<file path="src/rtl/pic_pkg.sv">
// ---------------------------------------------------------------------------
// pic_pkg
// Types and constants shared by the 8259A control-logic blocks.
//   level_t  : 3-bit interrupt level number (0..7)
//   mask_t   : 8-bit per-level mask (bit n = level n)
//   OCW2 command codes for data[7:5] = {R, SL, EOI}
//   num2bit  : binary level -> one-hot mask (1 << n)
//   bit2num  : one-hot mask -> index of lowest set bit; all-zero yields 7
// ---------------------------------------------------------------------------
package pic_pkg;

  typedef logic [2:0] level_t;
  typedef logic [7:0] mask_t;

  // OCW2 command field {R, SL, EOI}
  localparam logic [2:0] ROT_AEOI_CLR = 3'b000;
  localparam logic [2:0] NONSPEC_EOI  = 3'b001;
  localparam logic [2:0] SPEC_EOI     = 3'b011;
  localparam logic [2:0] ROT_AEOI_SET = 3'b100;
  localparam logic [2:0] ROT_NONSPEC  = 3'b101;
  localparam logic [2:0] SET_PRIO     = 3'b110;
  localparam logic [2:0] ROT_SPEC     = 3'b111;

  localparam level_t LOWEST_PRIORITY_RESET = 3'd7;

  function automatic mask_t num2bit(input level_t n);
    return mask_t'(8'h01 << n);
  endfunction

  // Scanning from the top down lets the lowest set bit overwrite any higher
  // one, so multi-hot inputs resolve to the lowest level.
  function automatic level_t bit2num(input mask_t m);
    level_t result;
    result = LOWEST_PRIORITY_RESET;
    for (int i = 7; i >= 0; i--) begin
      if (m[i]) result = level_t'(i);
    end
    return result;
  endfunction

endpackage

</file>
<file path="src/rtl/pic_level_encoder.sv">
// ---------------------------------------------------------------------------
// pic_level_encoder
// Combinational one-hot to binary level encoder. Returns the index of the
// lowest set bit; an all-zero input returns 3'd7.
//   one_hot : in  8  per-level mask
//   level   : out 3  encoded level
// ---------------------------------------------------------------------------
module pic_level_encoder
  import pic_pkg::*;
(
  input  logic [7:0] one_hot,
  output logic [2:0] level
);

  always_comb begin
    level = bit2num(one_hot);
  end

endmodule

</file>
<file path="src/rtl/operation_control_word_2.sv">
// ---------------------------------------------------------------------------
// operation_control_word_2
// OCW2 decode inside the 8259A control logic. Turns OCW2 writes (EOI,
// rotate and set-priority commands) and automatic-EOI acknowledge completion
// into the in-service clear mask, the rotate-on-AEOI flag and the current
// lowest-priority level consumed by the priority resolver.
//
// Ports
//   clock                          in  1  rising-edge clock
//   reset                          in  1  synchronous, active-high
//   write_initial_command_word_1   in  1  ICW1 strobe, re-initialises block
//   auto_eoi_config                in  1  AEOI mode bit from ICW4
//   end_of_acknowledge_sequence    in  1  pulse at end of INTA sequence
//   acknowledge_interrupt          in  8  one-hot level being acknowledged
//   write_operation_control_word_2 in  1  OCW2 strobe
//   internal_data_bus              in  8  [7]=R [6]=SL [5]=EOI [2:0]=L
//   highest_level_in_service       in  8  one-hot highest ISR bit
//   end_of_interrupt               out 8  ISR clear mask (combinational)
//   auto_rotate_mode               out 1  rotate-on-AEOI enabled (registered)
//   priority_rotate                out 3  lowest-priority level (registered)
//
// Build option
//   OCW2_SET_PRIORITY_EN : when defined, OCW2 code 3'b110 (set priority)
//                          loads priority_rotate from data[2:0]; otherwise
//                          that code is ignored.
// ---------------------------------------------------------------------------
module operation_control_word_2
  import pic_pkg::*;
(
  input  logic       clock,
  input  logic       reset,
  input  logic       write_initial_command_word_1,
  input  logic       auto_eoi_config,
  input  logic       end_of_acknowledge_sequence,
  input  logic [7:0] acknowledge_interrupt,
  input  logic       write_operation_control_word_2,
  input  logic [7:0] internal_data_bus,
  input  logic [7:0] highest_level_in_service,
  output logic [7:0] end_of_interrupt,
  output logic       auto_rotate_mode,
  output logic [2:0] priority_rotate
);

  logic [2:0] command;
  level_t     command_level;
  level_t     in_service_level;
  level_t     acknowledge_level;

  assign command       = internal_data_bus[7:5];
  assign command_level = internal_data_bus[2:0];

  pic_level_encoder u_isr_encoder (
    .one_hot (highest_level_in_service),
    .level   (in_service_level)
  );

  pic_level_encoder u_ack_encoder (
    .one_hot (acknowledge_interrupt),
    .level   (acknowledge_level)
  );

  // -------------------------------------------------------------------------
  // ISR clear mask. Only the SL/EOI bits select the EOI flavour, so rotate
  // variants of an EOI clear exactly like their plain counterparts. AEOI
  // completion outranks a coincident OCW2 write.
  // -------------------------------------------------------------------------
  always_comb begin
    // NOTE: default assignment first so every path drives the output and no
    // latch is inferred.
    end_of_interrupt = '0;
    if (reset) begin
      end_of_interrupt = '0;
    end else if (write_initial_command_word_1) begin
      end_of_interrupt = 8'hFF;
    end else if (auto_eoi_config && end_of_acknowledge_sequence) begin
      end_of_interrupt = acknowledge_interrupt;
    end else if (write_operation_control_word_2) begin
      unique case (internal_data_bus[6:5])
        2'b01:   end_of_interrupt = highest_level_in_service;
        2'b11:   end_of_interrupt = num2bit(command_level);
        default: end_of_interrupt = '0;
      endcase
    end
  end

  // -------------------------------------------------------------------------
  // Rotate-on-AEOI flag.
  // -------------------------------------------------------------------------
  always_ff @(posedge clock) begin
    // NOTE: reset is synchronous here, sampled only on the clock edge; state
    // updates use non-blocking assignments so every register sees the
    // pre-edge values of its neighbours.
    if (reset) begin
      auto_rotate_mode <= 1'b0;
    end else if (write_initial_command_word_1) begin
      auto_rotate_mode <= 1'b0;
    end else if (write_operation_control_word_2 && command == ROT_AEOI_SET) begin
      auto_rotate_mode <= 1'b1;
    end else if (write_operation_control_word_2 && command == ROT_AEOI_CLR) begin
      auto_rotate_mode <= 1'b0;
    end
  end

  // -------------------------------------------------------------------------
  // Lowest-priority level. Rotating makes the just-serviced level the lowest
  // priority. OCW2 rotate commands outrank an automatic rotation in the same
  // cycle.
  // -------------------------------------------------------------------------
  always_ff @(posedge clock) begin
    if (reset) begin
      priority_rotate <= LOWEST_PRIORITY_RESET;
    end else if (write_initial_command_word_1) begin
      priority_rotate <= LOWEST_PRIORITY_RESET;
    end else if (write_operation_control_word_2 && command == ROT_NONSPEC) begin
      priority_rotate <= in_service_level;
    end else if (write_operation_control_word_2 && command == ROT_SPEC) begin
      priority_rotate <= command_level;
`ifdef OCW2_SET_PRIORITY_EN
    end else if (write_operation_control_word_2 && command == SET_PRIO) begin
      priority_rotate <= command_level;
`endif
    end else if (auto_rotate_mode && end_of_acknowledge_sequence) begin
      priority_rotate <= acknowledge_level;
    end
  end

endmodule

</file>
<file path="config.mk">
export PLATFORM = sky130hd
export DESIGN_NAME = operation_control_word_2
export DESIGN_NICKNAME = d
export VERILOG_FILES = /design/src/rtl/pic_pkg.sv /design/src/rtl/pic_level_encoder.sv /design/src/rtl/operation_control_word_2.sv
export SDC_FILE = /design/constraint.sdc
export NUM_CORES = 1
export LEC_CHECK = 0
export CAP_MARGIN = 20
export CORE_ASPECT_RATIO = 1.1
export CORE_MARGIN = 2
export CORE_UTILIZATION = 30
export CTS_CLUSTER_DIAMETER = 40
export DETAILED_ROUTE_END_ITERATION = 10
export GPL_TIMING_DRIVEN = 0
export PLACE_DENSITY_LB_ADDON = 0.1
export SYNTH_ARGS = -nofsm -noshare
export SYNTH_HDL_FRONTEND = slang
export SYNTH_SLANG_ARGS = --single-unit
</file>
<file path="constraint.sdc">
create_clock -name clock -period 3.4 [get_ports clock]
set_clock_uncertainty 0.15 [all_clocks]
set_input_delay 0.51 -clock clock [delete_from_list [all_inputs] [get_ports clock]]
set_output_delay 0.51 -clock clock [all_outputs]
set_load 0.01 [all_outputs]
</file>
Word level (Yosys, flattened, before mapping)
Cells that the tools add are included.

Eq/ne operators: 5. Shift-type cells: 1. Multiplexer cells: 24. Reduce and logical (&&, ||, !) cells: 10.

Operators with widths (count): two-way mux 3 bit (11); two-way mux 8 bit (4); one-hot mux 8 bit (2 select lines) (1); equality test 3 bit, second input constant (3); two-way mux 2 bit (4); left shift 1 x 3 -> 8 bit, first input constant (1); logical AND 1 bit (6); two-way mux 1 bit (4); zero test 3 bit (1); nonzero test 3 bit (1); equality test 2 x 1 -> 1 bit, second input constant (1); equality test 2 bit, second input constant (1); nonzero test 2 bit (1); OR reduction 2 bit (1).

Register bits after elaboration: 4. Input port bits: 30.

Depth between registers and ports, before layout
Gate-level depths: netlist (run 1).

Depth in word-level cells: 10. Depth in mapped cells: 5. Mapped depth without buffers: 4.

Cells and area by module
Synthesis (run 1) repeated with hierarchy kept, for this count alone.

Cell total of the unflattened synthesis: 88. Area total of the unflattened synthesis: 655.6 um^2.

By module, submodules not included: operation_control_word_2 (instances 1, cells each 70, area an instance 555.5 um^2); pic_level_encoder (instances 2, cells each 9, area an instance 50.0 um^2).

Worst setup path after synthesis (run 1)
OpenSTA, ideal clock, no wires.

Path kind: input to output. From: in end_of_acknowledge_sequence. To: out end_of_interrupt[0]. Arrival time: 1240 ps. Setup slack: 1500 ps. Stages: 5. Path through: and2_1 > buf_2 > nor2_4 > a221oi_1 > nor2_1.

Longest elaborated chain between the ends: 4.

RTL lines: start, declared (RTL line operation_control_word_2.sv:34) `input logic end_of_acknowledge_sequence,`; logical AND 1 bit (RTL line operation_control_word_2.sv:75) `end else if (auto_eoi_config && end_of_acknowledge_sequence) begin`; two-way mux 8 bit (RTL line operation_control_word_2.sv:75); two-way mux 8 bit (RTL line operation_control_word_2.sv:73) `end else if (write_initial_command_word_1) begin`; two-way mux 8 bit (RTL line operation_control_word_2.sv:71) `if (reset) begin`; end, declared (RTL line operation_control_word_2.sv:39) `output logic [7:0] end_of_interrupt,`.

Every way passes these cells.

Worst setup path in the final report (run 1)
From: in internal_data_bus[6]. To: out end_of_interrupt[4].

Longest elaborated chain between the ends: 6. Elaborated cells between the ends (all ways): 7. Those cells by class: eq/ne (2); mux (5).

RTL lines: start, declared (RTL line operation_control_word_2.sv:37) `input logic [7:0] internal_data_bus,`; equality test 2 bit or equality test 2 x 1 -> 1 bit (tied branches) (RTL line operation_control_word_2.sv:78) `unique case (internal_data_bus[6:5])`; one-hot mux 8 bit (2 select lines) (*) (RTL line operation_control_word_2.sv:78); two-way mux 8 bit (*) (RTL line operation_control_word_2.sv:77) `end else if (write_operation_control_word_2) begin`; two-way mux 8 bit (*) (RTL line operation_control_word_2.sv:75); two-way mux 8 bit (*) (RTL line operation_control_word_2.sv:73); two-way mux 8 bit (*) (RTL line operation_control_word_2.sv:71).

Mark *: on every way between the ends. The rest lies on a longest branch, timed or not.

==> reports/qor.csv, run 1 <==
metric;value;unit
outcome;finished, final reports clean;
r2r-start;auto_rotate_mode;
cts_buffer_depth;2;
die_area;2267;µm²
critical-path-top-delay-family;buffers and inverters;
dp_cells;141;
cp-startpoint;internal_data_bus[6];
initial_core_util;32.02;%
place_congestion;0.7998;
combPwrFrac;47.9;%
cp-end-kind;output port;
num_antenna_cells;0;
setup_violations;0;
power_frac_clock;29.1;%
grt_max_degree;11;
worstMarginPinSlew;0.3754;ns
drtPass1Iterations;4;
antenna_found_initial;0;
drive_above_1_share;9.524;%
synth_top_area_share;14.04;%
finalWirelength;1835;µm
netlist_top_cells_count;nor2_1 (17), inv_1 (9), a221oi_1 (8);
yosys_warnings;0;
tns;0;ns
h-tree-depth;1;
io_buffers;37;
vias;801;
remaining_drc_errors;0;
min_period_over_period;88.05;%
ys_ff_latch;4;
grt_pass1_vias;729;
rsz0062_at_grt;false;
power_density;214.9;nW/µm²
synth_edf_count;0;
hp-class;reg2reg;
hold_path_startpoint;priority_rotate[1];
synth.most_common_cell;nor2_1;
clk_pin_slew;0.04;ns
cts_resized;0;
crit_type;in2out;
total_power;211.8;µW
cts-buffers-inserted;3;
startpoint_type;input pin;
vdd_ir_drop_max;0.08424;mV
syn_inst;86;
crit_fanout;6;
place_ws;0.4085;ns
synth_area;570.5;µm²
relSlewSlack;74.62;%
synth_area_per_cell;6.634;µm²
swShare;31.81;%
ys_async_sr_fraction;0;%
cp.arrival;2.33;ns
grt.overflow.total;0;
fin_crit;2.994;ns
power.leakage;0.3707;nW
worstPathRequired;2.74;ns
yosys_most_used_dff;dfxtp_1;
hold_violations;0;
yosys-top-cells-area;dfxtp_1 (14%), a221oi_1 (12%), nor2_1 (11%);
clk_latency;0.24;ns
row_count;16;
yosysSeqAreaShare;14.04;%
grtUsageTotal;17.41;%
synth_area_leader_cell;dfxtp_1;
slew_violations;0;
crit_chain;clkdlybuf4s50_1 > nand2_1 > o32ai_1 > a221oi_1 > nor2_1 > clkdlybuf4s50_1;
ioPinCount;42;
synth_cell_type_count;31;
ctsRootBufferMaster;clkbuf_4;
core-area;1782;µm²
ctsHoldBuffers;0;
final_net_count;158;
fin_util;55.34;%
dp_hpwl;1520;µm
synth_nets;116;
path_common_cell;clkdlybuf4s50_1;
ant_nets;0;
intPower;144.5;µW
drt_iter0_drc;19;
cap_violations;0;
fp.dieW;45.58;µm
vias_per_cell;5.563;
die_h;49.74;µm
grt_pass1_wl;2946;µm
wl_per_cell;12.74;µm
critical_path_buf_inv_count;2;
syn_to_final_growth;72.81;%
cts_num_sinks;4;
fin_cells;144;
max_stage_delay;0.59;ns
seq_power_share;23.0;%
cts_tree;done;
slowest_stage;clkdlybuf4s50_1;
fin_ws;0.4061;ns
switching_power;67.38;µW
fmax;334.0;MHz
post-cts-setup-buffers;0;
## cell families (layout without fill, tap and decap cells)
kind of cell	count (synthesis)	after routing	share of synthesized area (%)
DFF	4	4	14.04
muxes	1	1	1.754
and+or+nand+nor	36	36	33.55
AOI/OAI and AO/OA	32	32	41.23
buffers and inverters	13	53	9.430
## final cells by class
type / instances / area [µm²]
buffer: 4 / 20.02
clock buffer: 3 / 22.52
fill: 176 / 795.8
inverter: 9 / 33.78
multi-input combinational: 69 / 436.7
sequential: 4 / 80.08
tap: 18 / 22.52
timing repair buffer: 37 / 370.4
## per-stage QoR
step                instance area [µm²]  hold slack (ns)
detailed placement                963.4           0.3600
finish                            985.9           0.3591
floorplan                         570.5           0.3850
global placement                  963.4           0.3483
global route                      985.9           0.3828
CTS                               985.9           0.3672
## worst reg2reg max path, delay by kind of cell, from the launching register on
kind               cells  cell delay [ns]
AOI/OAI and AO/OA      4             0.58
DFF                    1             0.36
## worst paths after layout
path,endpoint,slack [ns],cells after the start
max,end_of_interrupt[4],0.41,6
min,priority_rotate[1],0.36,2
max reg2reg,priority_rotate[0],2.19,4
min reg2reg,priority_rotate[1],0.36,2
## sequential cells by signal, summed over array words and instances (netlist names)
signal	cells
auto_rotate_mode	1
priority_rotate	3
## power groups by stage
| stage | clock, mW | combinational, mW | sequential (mW) |
|---|---|---|---|
| after floorplan | 0 | 0.0418 | 0.0499 |
| after global placement | 0 | 0.101 | 0.0494 |
| after detailed placement | 0 | 0.101 | 0.0495 |
| after CTS | 0.0620 | 0.101 | 0.0488 |
| after global routing | 0.0610 | 0.111 | 0.0488 |
| final | 0.0616 | 0.102 | 0.0487 |
## metal layers
metal / GRT usage (%) / vias to the layer above / share of wire (%)
met5: 0 / - / 0
met4: 8.824 / 0 / 2.5
met3: 1.465 / 5 / 5.1
met2: 29.58 / 32 / 49
met1: 20.80 / 355 / 43
li1: - / 409 / -
## placed cells by master (no fill, tap or decap), types with 2 or more instances in the layout
master           count
nor2_1              17
and3_2               2
o32ai_1              2
o22ai_1              6
clkdlybuf4s50_1     37
nand2_1              4
dfxtp_1              4
nor3_1               2
a31oi_1              2
inv_1                9
o21ai_0              5
a21oi_1              2
clkbuf_4             3
clkbuf_1             2
o21ai_1              2
a221oi_1             8
nand2b_1             3
Power figures use the tool's default switching activity.
==> run 2, diff against run 1 <==
--- a/config.mk
+++ b/config.mk
@@ -5,13 +5,15 @@
 export SDC_FILE = /design/constraint.sdc
 export NUM_CORES = 1
 export LEC_CHECK = 0
+export ABC_AREA = 1
 export CAP_MARGIN = 20
 export CORE_ASPECT_RATIO = 1.1
 export CORE_MARGIN = 2
-export CORE_UTILIZATION = 30
+export CORE_UTILIZATION = 38
 export CTS_CLUSTER_DIAMETER = 40
 export DETAILED_ROUTE_END_ITERATION = 10
 export GPL_TIMING_DRIVEN = 0
+export MAX_ROUTING_LAYER = met4
 export PLACE_DENSITY_LB_ADDON = 0.1
 export SYNTH_ARGS = -nofsm -noshare
 export SYNTH_HDL_FRONTEND = slang
==> reports/qor.csv, run 2 <==
metric;value;unit;change
outcome;finished, final reports clean;;unchanged
syn_to_final_growth;66.21;%;was 72.81%
finalWirelength;1951;µm;was 1835 µm
switching_power;74.24;µW;was 67.38 µW
rsz0062_at_grt;false;;unchanged
hold_ws;0.3362;ns;was 0.3591 ns
cts_resized;0;;unchanged
yosys-top-cells-area;nand2_1 (33%), dfxtp_1 (13%), inv_1 (11%);;was dfxtp_1 (14%), a221oi_1 (12%), nor2_1 (11%)
multi_input_area;474.2;µm²;was 436.7 µm²
synth.most_common_cell;nand2_1;;was nor2_1
cts_tree;done;;unchanged
power_frac_clock;29.0;%;was 29.1%
ys_async_sr_fraction;0;%;unchanged
top_register;priority_rotate;;unchanged
total_power;218.0;µW;was 211.8 µW
hold_violations;0;;unchanged
netlist_top_cells_count;nand2_1 (57), inv_1 (18), a31oi_1 (8);;was nor2_1 (17), inv_1 (9), a221oi_1 (8)
antenna_found_initial;0;;unchanged
drtPass1Iterations;4;;unchanged
dp_hpwl;1689;µm;was 1520 µm
mostFrequentLayoutCell;nand2_1;;was clkdlybuf4s50_1
crit_fanout;4;;was 6
post-cts-setup-buffers;0;;unchanged
worstPathRequired;2.74;ns;about the same
fin_crit;3.079;ns;was 2.994 ns
die_h;47.07;µm;was 49.74 µm
r2r_slack;2.21;ns;was 2.19 ns
fin_util;67.54;%;was 55.34%
layout_common_cells;nand2_1 (57), clkdlybuf4s50_1 (38), inv_1 (18);;was clkdlybuf4s50_1 (37), nor2_1 (17), inv_1 (9)
vdd_ir_drop_max;0.1368;mV;was 0.08424 mV
startpoint_type;input pin;;unchanged
worstMarginPinSlew;0.3784;ns;was 0.3754 ns
synth_area;640.6;µm²;was 570.5 µm²
crit_chain;clkdlybuf4s50_1 > nand2_2 > or2_4 > o22ai_1 > nand2_1 > a31oi_1 > clkdlybuf4s50_1;;was clkdlybuf4s50_1 > nand2_1 > o32ai_1 > a221oi_1 > nor2_1 > clkdlybuf4s50_1
fmax;324.8;MHz;was 334.0 MHz
grtUsageTotal;21.99;%;was 17.41%
cts_num_sinks;4;;unchanged
path_common_cell;clkdlybuf4s50_1;;unchanged
place_ws;0.3617;ns;was 0.4085 ns
reg2reg_to;priority_rotate[1];;was priority_rotate[0]
critical_path_buf_inv_count;2;;unchanged
synth_area_leader_cell;nand2_1;;was dfxtp_1
crit_type;in2out;;unchanged
grt_pass1_vias;836;;was 729
cp-startpoint;internal_data_bus[6];;unchanged
fp.dieW;43.15;µm;was 45.58 µm
reg2reg_depth;7;;was 4
remaining_drc_errors;0;;unchanged
drive_above_1_share;7.784;%;was 9.524%
cts-buffers-inserted;3;;unchanged
seq_area;80.08;µm²;unchanged
slew_violations;0;;unchanged
relSlewSlack;74.78;%;was 74.62%
largest_reg_flops;3;;unchanged
critical-path-top-delay-family;buffers and inverters;;unchanged
synth_top_area_share;33.40;%;was 14.04%
nFillCells;171;;was 176
h-tree-depth;1;;unchanged
initial_core_util;40.63;%;was 32.02%
ctsRootBufferMaster;clkbuf_4;;unchanged
ys_ff_latch;4;;unchanged
min_period_over_period;90.56;%;was 88.05%
yosys_warnings;0;;unchanged
fin_area;1065;µm²;was 985.9 µm²
fin_ws;0.3210;ns;was 0.4061 ns
cp-end-kind;output port;;unchanged
synth_nets;156;;was 116
placedInstanceArea;1042;µm²;was 963.4 µm²
place_congestion;0.8556;;was 0.7998
die_area;2031;µm²;was 2267 µm²
yosysSeqAreaShare;12.50;%;was 14.04%
io_buffers;38;;was 37
r2r-start;auto_rotate_mode;;unchanged
row_count;15;;was 16
intPower;143.7;µW;was 144.5 µW
setup_violations;0;;unchanged
grt.overflow.total;0;;unchanged
hp-class;reg2reg;;unchanged
fin_cells;184;;was 144
synth_cell_type_count;21;;was 31
drt_iter0_drc;11;;was 19
cap_violations;0;;unchanged
synth_area_per_cell;5.084;µm²;was 6.634 µm²
clk_latency;0.25;ns;was 0.24 ns
reg_top3;priority_rotate: 3 flops, auto_rotate_mode: 1 flops;;unchanged
core-area;1577;µm²;was 1782 µm²
synth_edf_count;0;;unchanged
endpoint;end_of_interrupt[1];;was end_of_interrupt[4]
crit_cells;7;;was 6
slowest_stage;clkdlybuf4s50_1;;unchanged
vias_per_cell;4.924;;was 5.563
ant_nets;0;;unchanged
swShare;34.06;%;was 31.81%
dp_cells;181;;was 141
wl_per_cell;10.60;µm;was 12.74 µm
ioPinCount;42;;unchanged
max_stage_delay;0.60;ns;was 0.59 ns
ctsHoldBuffers;0;;unchanged
power.leakage;0.4853;nW;was 0.3707 nW
tns;0;ns;unchanged
final_net_count;199;;was 158
combPwrFrac;48.5;%;was 47.9%
syn_inst;126;;was 86
seq_power_share;22.5;%;was 23.0%
cts_buffer_depth;2;;unchanged
num_antenna_cells;0;;unchanged
cp.arrival;2.42;ns;was 2.33 ns
clk_pin_slew;0.05;ns;was 0.04 ns
power_density;204.7;nW/µm²;was 214.9 nW/µm²
yosys_most_used_dff;dfxtp_1;;unchanged
grt_max_degree;11;;unchanged
vias;906;;was 801
grt_pass1_wl;3298;µm;was 2946 µm
## run 2: cell types whose count changed in the layout (fill, tap and decap cells not counted), sizes merged, moves of 4 or more
cell,change
nand3,+4
nor2,-9
inv,+10
a31oi,+6
nand2,+55
a221oi,-8
## run 2: cell families after synthesis
group	synth area share, %
simple gates	53.32
compound gates	20.70
buf+inv	13.47
flops	12.50
## run 2: how the worst min path moves through the flow
stage / depth (start not counted) / start / to / slack, ns
3_5_place_dp: 2 / priority_rotate[2] / priority_rotate[2] / 0.33
3_3_place_gp: 2 / priority_rotate[2] / priority_rotate[2] / 0.31
4_1_cts: 2 / priority_rotate[2] / priority_rotate[2] / 0.34
2_1_floorplan: 2 / priority_rotate[2] / priority_rotate[2] / 0.36
5_1_grt: 2 / priority_rotate[2] / priority_rotate[2] / 0.35
6_report: 2 / priority_rotate[2] / priority_rotate[2] / 0.34
## run 2: tightest hold or removal path: stages (launching register included)
cell	delay, ns
dfxtp_1	0.33
nand2_1	0.07
nand3_2	0.06
## run 2: area by class of cell
type	instances	share of cell area (%)
timing repair buffer	38	35.72
buffer	1	0.3525
sequential	4	7.521
clock buffer	3	2.115
tap	17	1.998
multi-input combinational	99	44.54
inverter	22	7.756
## run 2: power by group through the flow
stage                     Clock, mW  Combinational, mW  Sequential [mW]
after floorplan                   0             0.0455           0.0504
final                        0.0632              0.106           0.0491
after global placement            0              0.103           0.0498
after detailed placement          0              0.105           0.0499
after CTS                    0.0661              0.106           0.0491
after global routing         0.0686              0.116           0.0492
## run 2: layer usage
layer	track usage, %	share of wire (%)
met1	24.31	44
met2	39.10	51
met3	6.923	5.1
met4	4.848	0.31
met5	-	0
